File: src/rtl/bus_master_bridge.sv
// Peripheral bus request bridge: core requests queue in a small FIFO and are replayed one at a time
// onto the bus strobes. Define BUS_TIMEOUT_EN to abort strobes held longer than TIMEOUT cycles.
module bus_master_bridge #(
    parameter int ADDR_W     = 32,
    parameter int DATA_W     = 32,
    parameter int FIFO_DEPTH = 4,
    parameter int TIMEOUT    = 16
) (
    input  logic              clk,
    input  logic              reset,
    input  logic              req_valid,
    output logic              req_ready,
    input  logic              req_write,
    input  logic [ADDR_W-1:0] req_addr,
    input  logic [DATA_W-1:0] req_wdata,
    output logic              resp_valid,
    output logic [DATA_W-1:0] resp_rdata,
    output logic              resp_error,
    output logic [ADDR_W-1:0] bus_address,
    output logic [DATA_W-1:0] bus_dataIn,
    output logic              bus_read,
    output logic              bus_write,
    input  logic [DATA_W-1:0] bus_dataOut,
    input  logic              bus_ready
);

    localparam int PTR_W = $clog2(FIFO_DEPTH);
    localparam int CNT_W = PTR_W + 1;

    if (FIFO_DEPTH < 2 || (FIFO_DEPTH & (FIFO_DEPTH - 1)) != 0 || TIMEOUT < 2) begin : g_param_check
        $error("bus_master_bridge: FIFO_DEPTH must be a power of two >= 2 and TIMEOUT >= 2");
    end

    // state  | meaning
    // IDLE   | waiting for a queued request; pops the FIFO head into the bus registers
    // ACCESS | one strobe high, waiting for bus_ready (or timeout)
    // RESP   | strobes low, resp_valid pulse
    typedef enum logic [1:0] {IDLE, ACCESS, RESP} state_t;
    state_t state;

    logic [ADDR_W-1:0]     fifo_addr [FIFO_DEPTH];
    logic [DATA_W-1:0]     fifo_data [FIFO_DEPTH];
    logic [FIFO_DEPTH-1:0] fifo_write;
    logic [PTR_W-1:0]      wr_ptr, rd_ptr;
    logic [CNT_W-1:0]      count, count_next;
    logic                  push, pop;

    assign push = req_valid && req_ready;
    assign pop  = (state == IDLE) && (count != '0);

    always_comb begin
        count_next = count;
        if (push && !pop)
            count_next = count + CNT_W'(1);
        else if (!push && pop)
            count_next = count - CNT_W'(1);
    end

    always_ff @(posedge clk) begin
        if (push) begin
            fifo_addr[wr_ptr]  <= req_addr;
            fifo_data[wr_ptr]  <= req_wdata;
            fifo_write[wr_ptr] <= req_write;
        end
    end

    // req_ready tracks the post-update count, so a pop never frees a slot on the same edge
    always_ff @(posedge clk) begin
        if (!reset) begin
            wr_ptr    <= '0;
            rd_ptr    <= '0;
            count     <= '0;
            req_ready <= 1'b0;
        end else begin
            if (push)
                wr_ptr <= wr_ptr + PTR_W'(1);
            if (pop)
                rd_ptr <= rd_ptr + PTR_W'(1);
            count     <= count_next;
            req_ready <= (count_next != CNT_W'(FIFO_DEPTH));
        end
    end

`ifdef BUS_TIMEOUT_EN
    localparam int WAIT_W = $clog2(TIMEOUT) + 1;
    logic [WAIT_W-1:0] wait_cnt;
    logic              timed_out;

    assign timed_out = (wait_cnt == WAIT_W'(TIMEOUT - 1));
`else
    assign resp_error = 1'b0;
`endif

    always_ff @(posedge clk) begin
        if (!reset) begin
            state       <= IDLE;
            bus_read    <= 1'b0;
            bus_write   <= 1'b0;
            bus_address <= '0;
            bus_dataIn  <= '0;
            resp_valid  <= 1'b0;
            resp_rdata  <= '0;
`ifdef BUS_TIMEOUT_EN
            resp_error  <= 1'b0;
            wait_cnt    <= '0;
`endif
        end else begin
            resp_valid <= 1'b0;
            case (state)
                IDLE: begin
                    if (pop) begin
                        bus_address <= fifo_addr[rd_ptr];
                        bus_dataIn  <= fifo_data[rd_ptr];
                        bus_write   <= fifo_write[rd_ptr];
                        bus_read    <= !fifo_write[rd_ptr];
`ifdef BUS_TIMEOUT_EN
                        wait_cnt    <= '0;
`endif
                        state       <= ACCESS;
                    end
                end
                ACCESS: begin
                    if (bus_ready) begin
                        resp_rdata <= bus_read ? bus_dataOut : '0;
`ifdef BUS_TIMEOUT_EN
                        resp_error <= 1'b0;
`endif
                        bus_read   <= 1'b0;
                        bus_write  <= 1'b0;
                        resp_valid <= 1'b1;
                        state      <= RESP;
                    end
`ifdef BUS_TIMEOUT_EN
                    else if (timed_out) begin
                        resp_rdata <= '0;
                        resp_error <= 1'b1;
                        bus_read   <= 1'b0;
                        bus_write  <= 1'b0;
                        resp_valid <= 1'b1;
                        state      <= RESP;
                    end else begin
                        wait_cnt <= wait_cnt + WAIT_W'(1);
                    end
`endif
                end
                RESP:    state <= IDLE;
                default: state <= IDLE;
            endcase
        end
    end

endmodule

File: config.mk
export PLATFORM = sky130hd
export DESIGN_NAME = bus_master_bridge
export DESIGN_NICKNAME = d
export VERILOG_FILES = /design/src/rtl/bus_master_bridge.sv
export SDC_FILE = /design/constraint.sdc
export NUM_CORES = 1
export LEC_CHECK = 0
export ABC_CLOCK_PERIOD_IN_PS = 5100
export CAP_MARGIN = 20
export CORE_ASPECT_RATIO = 1.75
export CORE_MARGIN = 2
export CORE_UTILIZATION = 55
export CTS_CLUSTER_SIZE = 25
export DETAILED_ROUTE_END_ITERATION = 6
export PLACE_DENSITY_LB_ADDON = 0.25
export SYNTH_ARGS = -nofsm -noshare
export SYNTH_HDL_FRONTEND = slang
export SYNTH_SLANG_ARGS = --single-unit
File: constraint.sdc
create_clock -name clk -period 5.1 [get_ports clk]
set_input_delay 1.02 -clock clk [delete_from_list [all_inputs] [get_ports clk]]
set_output_delay 1.02 -clock clk [all_outputs]
set_load 0.005 [all_outputs]
==> results of run 1 <==
[per-layer routing]
layer | wire length [µm] | GRT usage | share of wire
met3 | 1510 | 0.0335 | 0.058
met1 | 9810 | 0.241 | 0.38
met2 | 13900 | 0.378 | 0.54
met5 | 0 | 0 | 0
met4 | 679 | 0.0721 | 0.026
[worst min-delay path by stage]
stage | to | slack [ns] | cells past startpoint
6_report | bus_address[1]$_SDFFE_PN0P_ | 0.46 | 2
5_1_grt | bus_dataIn[29]$_SDFFE_PN0P_ | 0.49 | 2
4_1_cts | bus_address[1]$_SDFFE_PN0P_ | 0.47 | 2
3_5_place_dp | bus_dataIn[28]$_SDFFE_PN0P_ | 0.46 | 2
3_3_place_gp | bus_dataIn[7]$_SDFFE_PN0P_ | 0.45 | 2
2_1_floorplan | bus_dataIn[6]$_SDFFE_PN0P_ | 0.46 | 2
[flip-flops by register name, summed over array words and instances, names as in the netlist]
signal,flops
bus_dataIn,32
rd_ptr,2
fifo_write,4
fifo_addr,128
bus_write,1
count,3
bus_address,32
resp_valid,1
fifo_data,128
bus_read,1
req_ready,1
resp_rdata,32
wr_ptr,2
state,2
[logic make-up after synthesis]
kind of cell | count (synthesis) | share of synthesized area
compound gates | 104 | 0.0612
xor+xnor | 6 | 0.00393
fa+ha+maj | 8 | 0.00740
buf+inv | 51 | 0.0195
flops | 369 | 0.748
mux | 66 | 0.110
other cells | 1 | 0.000281
simple gates | 157 | 0.0497
[final cells by class]
cell class                 instances  area [µm²]  area share
timing repair buffer             207        2060       0.124
clock inverter                    18         213      0.0128
tap                              308         385      0.0232
multi-input combinational        342        3130       0.188
clock buffer                      38         822      0.0494
sequential                       369       10000       0.601
inverter                           4        15.0    0.000903
[worst min-delay path, stage by stage (launching register included)]
cell and delay [ns]:
dfxtp_1 0.31, nand2_1 0.05, a21boi_0 0.06
[layout by cell type (no fill, tap or decap), types with 7 or more instances in the layout]
master,n
and2_1,8
a22o_1,32
dfxtp_1,107
clkdlybuf4s50_1,199
mux4_2,65
nand2_1,132
clkbuf_16,31
ha_1,7
edfxtp_1,260
a21boi_0,66
[power breakdown]
part	total (W)	leakage (nW)	internal, W	switching, W
combinational	0.00205	1.72	0.00109	0.000959
clock	0.00240	0.502	0.00139	0.00101
sequential	0.00405	3.26	0.00372	0.000330
[per-stage QoR]
step / hold WS (ns) / area (µm²) / utilization / power, W
2_1_floorplan: 0.460 / 13400 / - / 0.00523
3_3_place_gp: 0.451 / 15600 / 0.650 / 0.00613
3_5_place_dp: 0.458 / 15600 / 0.650 / 0.00618
4_1_cts: 0.467 / 16600 / 0.694 / 0.00858
5_1_grt: 0.489 / 16600 / 0.695 / 0.00890
6_report: 0.465 / 16600 / 0.695 / 0.00849
==> metrics, run 1 <==
slew at the pin with the worst max-slew slack 1.02 ns; Hold Crit Class reg2reg; Yosys cell types 33; Final #Nets 1063; crit path from req_ready$_SDFF_PN0_; CP max stage delay 0.58 ns; Worst setup SP type register; CTS tree built; setup tns final 0 ns; pwr dens 511 mW/mm²; die height 210 µm; Hold Path Origin bus_address[1]$_SDFFE_PN0P_; Die Span X 122 µm; post-layout minimum cycle time 2.62 ns; Post-CTS Resized 0; skew final 0.00700 ns; vias in the first global route 7341; Final Non-Filler Cells 1286; DPL Wire Length 15200 µm; wire per inst 20.1 µm; share of layout cells above drive strength 1 0.132; R2R setup slack 2.66 ns; Layout area overhead 24.5%; # fillers 1585; Final ANT Viol Nets 0; Clock transition at path regs 0.06 ns; Cell Area, Synth 0.0134 mm²; crit path DAT 1.60 ns; status completed; Critical R2R Capture bus_address[22]$_SDFFE_PN0P_; input/output buffers 200; r2r startpoint rd_ptr[0]$_SDFFE_PN0P_; dpl cells 1228; clock sink count 369; Mapped Cells 762; root buffer cell clkbuf_16; residual DRC count 0; Setup-failing EPs final 0; crit path buf inv count 1; EDFF count, synth 260; Core ar. 0.0239 mm²; max-slew violation total from the final report 0; first-pass GRT wire length 40000 µm; mean cell area of the mapped netlist 17.5 µm²; biggest area consumer among synthesized cells edfxtp_1; Starting DRT DRC Count 383; remaining global-route overflow 0; Worst Setup End Kind output pin; max_slew headroom 0.320; top post-synthesis cells by count edfxtp_1, nand2_1, dfxtp_1; Syn Nets 870; critical path cell sequence clkdlybuf4s50_1; Die ar. 0.0256 mm²; critical path type reg2out; Routability Congestion 0.739; I/O pins 202; drt first pass iters 4; top_reg_cell synth edfxtp_1; Ant. Diodes 0; Area contributors post-synth edfxtp_1, dfxtp_1, mux4_2; dpl ws 2.11 ns; Worst path depth 1; Via density 5.51; final worst slack 2.48 ns; Syn. warnings 0; worst-skew pair later-pin latency 0.56 ns; Max Cap Violations 0; crit-path leading delay family buffers and inverters; crit path capture req_ready; Max Clk Rate 382 MHz; Final Hold Fails 0; Critical-path top delay cell clkdlybuf4s50_1; # rows 75; worst-path fanout max 8; hold buffers post-CTS 0; Yosys reg bits 369; sequential share of the synthesized area 0.748; Final Cycle Share 0.514; gr usage total 0.206; H-tree Lvls 1; Post-synth ARST share 0; R2R cell count 4; Critical Path RT 4.08 ns; post-CTS setup buffer count 0; Routed WL 25900 µm; initial core utilization 0.558; largest net degree at the start of global routing 69; top-area cell type share of the netlist area 0.584; leak pwr 5.48 nW; antenna violations before repair 0; most common cell in the synthesized netlist edfxtp_1; Num CTS Buffers 31; RSZ-0062 raised after global routing false; total number of vias 7091; Peak VDD IR 398 µV; Max Buffers Root-to-Sink 3
(Power assumes the default switching activity.)
==> run 2, diff against run 1 <==
--- a/config.mk
+++ b/config.mk
@@ -5,11 +5,11 @@
 export SDC_FILE = /design/constraint.sdc
 export NUM_CORES = 1
 export LEC_CHECK = 0
-export ABC_CLOCK_PERIOD_IN_PS = 5100
+export ABC_CLOCK_PERIOD_IN_PS = 2300
 export CAP_MARGIN = 20
 export CORE_ASPECT_RATIO = 1.75
 export CORE_MARGIN = 2
-export CORE_UTILIZATION = 55
+export CORE_UTILIZATION = 48
 export CTS_CLUSTER_SIZE = 25
 export DETAILED_ROUTE_END_ITERATION = 6
 export PLACE_DENSITY_LB_ADDON = 0.25
==> constraint.sdc (replaced) <==
create_clock -name clk -period 2.3 [get_ports clk]
set_input_delay 0.46 -clock clk [delete_from_list [all_inputs] [get_ports clk]]
set_output_delay 0.46 -clock clk [all_outputs]
set_load 0.005 [all_outputs]
==> run 2 against run 1 <==
Effect of this change: count of clock-buffer cells in the layout up 10; cell count increased by 6.9%; first-iteration DRC count decreased by 17%; non-clock buffer count rose by 21; core utilization decreased by 6.7 points; register-to-register slack got worse by 2.4 ns; highest routed layer unchanged; power rose by 130%; die area up 14%; clock power rose by 140%.
==> metrics, run 2 (synthesis gave the netlist of run 1 again) <==
Min-Delay Endpoint count[2]$_SDFF_PN0_; Setup-failing EPs final 0; setup tns final 0 ns; Core ar. 0.0273 mm²; critical path type reg2out; Die Span X 130 µm; R2R setup slack 0.30 ns; status completed; die height 225 µm; # rows 80; max-slew violation total from the final report 0; Critical-path top delay cell clkdlybuf4s50_1; Starting DRT DRC Count 316; vias in the first global route 7504; largest net degree at the start of global routing 44; Num CTS Buffers 34; Post-CTS Resized 0; Peak VDD IR 767 µV; drt first pass iters 4; Clock transition at path regs 0.06 ns; Routed WL 27800 µm; R2R cell count 8; worst-skew pair later-pin latency 0.52 ns; initial core utilization 0.489; Final #Nets 1087; pwr dens 1150 mW/mm²; Die ar. 0.0292 mm²; CP max stage delay 0.60 ns; commonest non-fill, non-tap cell in the layout edfxtp_1; Critical R2R Capture bus_read$_SDFFE_PN0P_; clock network power share 0.297; Worst Setup End Kind output pin; input/output buffers 200; Final Cycle Share 0.913; wire per inst 20.2 µm; RSZ-0062 raised after global routing false; first-pass GRT wire length 42100 µm; Layout area overhead 28.3%; Reg power frac 0.448; clock sink count 369; crit-path leading delay family buffers and inverters; Largest regs fifo_addr: 128 flops, fifo_data: 128 flops; internal power 0.0143 W; Via density 5.26; Routability Congestion 0.754; Hold Path Stages 2; post-CTS setup buffer count 0; post-layout minimum cycle time 2.10 ns; Hold Crit Class in2reg; total power 0.0196 W; Final Hold Fails 0; crit path buf inv count 1; r2r startpoint count[1]$_SDFF_PN0_; share of layout cells above drive strength 1 0.156; Psw 0.00532 W; H-tree Lvls 2; Max Clk Rate 476 MHz; Max Cap Violations 0; worst-path fanout max 8; sw frac 0.271; Critical Path RT 1.84 ns; CTS tree built; commonest cells after routing, fill and taps aside edfxtp_1, clkdlybuf4s50_1, nand2_1; crit path DAT 1.64 ns; residual DRC count 0; hold buffers post-CTS 0; gr usage total 0.192; I/O pins 202; DPL Wire Length 18300 µm; Max Buffers Root-to-Sink 3; Hold Path Origin reset; combinational power share 0.255; final core occ 0.628; leak pwr 5.68 nW; remaining global-route overflow 0; Final ANT Viol Nets 0; root buffer cell clkbuf_16; skew final 0.0157 ns; Worst setup SP type register; antenna violations before repair 1; total number of vias 7234; critical path cell sequence clkdlybuf4s50_1
[run 2: power groups by stage]
stage	combinational (W)	clock (W)	sequential, W
after floorplan	0.00278	0	0.00878
after global placement	0.00506	0	0.00891
after detailed placement	0.00511	0	0.00896
after CTS	0.00514	0.00595	0.00882
after global routing	0.00549	0.00618	0.00891
final	0.00500	0.00584	0.00880
[run 2: through the flow]
| step | area, µm² | setup WS (ns) | cells | hold WS (ns) |
|---|---|---|---|---|
| after floorplan | 13400 | 0.473 | 762 | 0.460 |
| after global placement | 16000 | 0.237 | 1312 | 0.451 |
| after detailed placement | 16000 | 0.224 | 1312 | 0.458 |
| after CTS | 17100 | 0.184 | 1374 | 0.322 |
| after global routing | 17100 | 0.134 | 1375 | 0.342 |
| final | 17100 | 0.200 | 1375 | 0.339 |
[run 2: worst register-to-register path: cells and delay by family, from the launching register on]
kind	cells	cell delay [ns]
compound gates	1	0.07
fa+ha+maj	1	0.17
buf+inv	2	0.38
flops	1	0.36
simple gates	4	0.89
[run 2: cell type report]
cell class,instances,area [µm²]
diodes,1,2.50
clock buffers,48,1030
clock inverters,14,151
fillers,1965,10200
inverters,4,15.0
multi-input cells,342,3130
flip-flops and latches,369,10000
well taps,369,462
repair buffers,228,2360
[run 2: per-layer routing]
| metal | wire, µm | global-route usage | part of all wire | up-vias |
|---|---|---|---|---|
| li1 | - | - | - | 3333 |
| met1 | 10300 | 0.216 | 0.37 | 3652 |
| met2 | 15500 | 0.363 | 0.56 | 210 |
| met3 | 1490 | 0.0378 | 0.054 | 39 |
| met4 | 523 | 0.0545 | 0.019 | 0 |
| met5 | 0 | 0 | 0 | - |
[run 2: how the worst max path moves through the flow]
| stage | start | to | slack [ns] | cells after the start |
|---|---|---|---|---|
| 2_1_floorplan | wr_ptr[0]$_SDFFE_PN0P_ | fifo_addr[0][0]$_DFFE_PP_ | 0.47 | 3 |
| 3_3_place_gp | req_valid | fifo_data[3][27]$_DFFE_PP_ | 0.24 | 4 |
| 3_5_place_dp | req_valid | req_ready$_SDFF_PN0_ | 0.22 | 5 |
| 4_1_cts | req_ready$_SDFF_PN0_ | req_ready | 0.18 | 1 |
| 5_1_grt | req_ready$_SDFF_PN0_ | req_ready | 0.13 | 1 |
| 6_report | req_ready$_SDFF_PN0_ | req_ready | 0.20 | 1 |
==> run 3, diff against run 2 <==
--- a/config.mk
+++ b/config.mk
@@ -13,6 +13,7 @@
 export CTS_CLUSTER_SIZE = 25
 export DETAILED_ROUTE_END_ITERATION = 6
 export PLACE_DENSITY_LB_ADDON = 0.25
+export SLEW_MARGIN = 20
 export SYNTH_ARGS = -nofsm -noshare
 export SYNTH_HDL_FRONTEND = slang
 export SYNTH_SLANG_ARGS = --single-unit
==> results of run 3 <==
No change in the layout: final DEF, timing and power equal those of run 2.
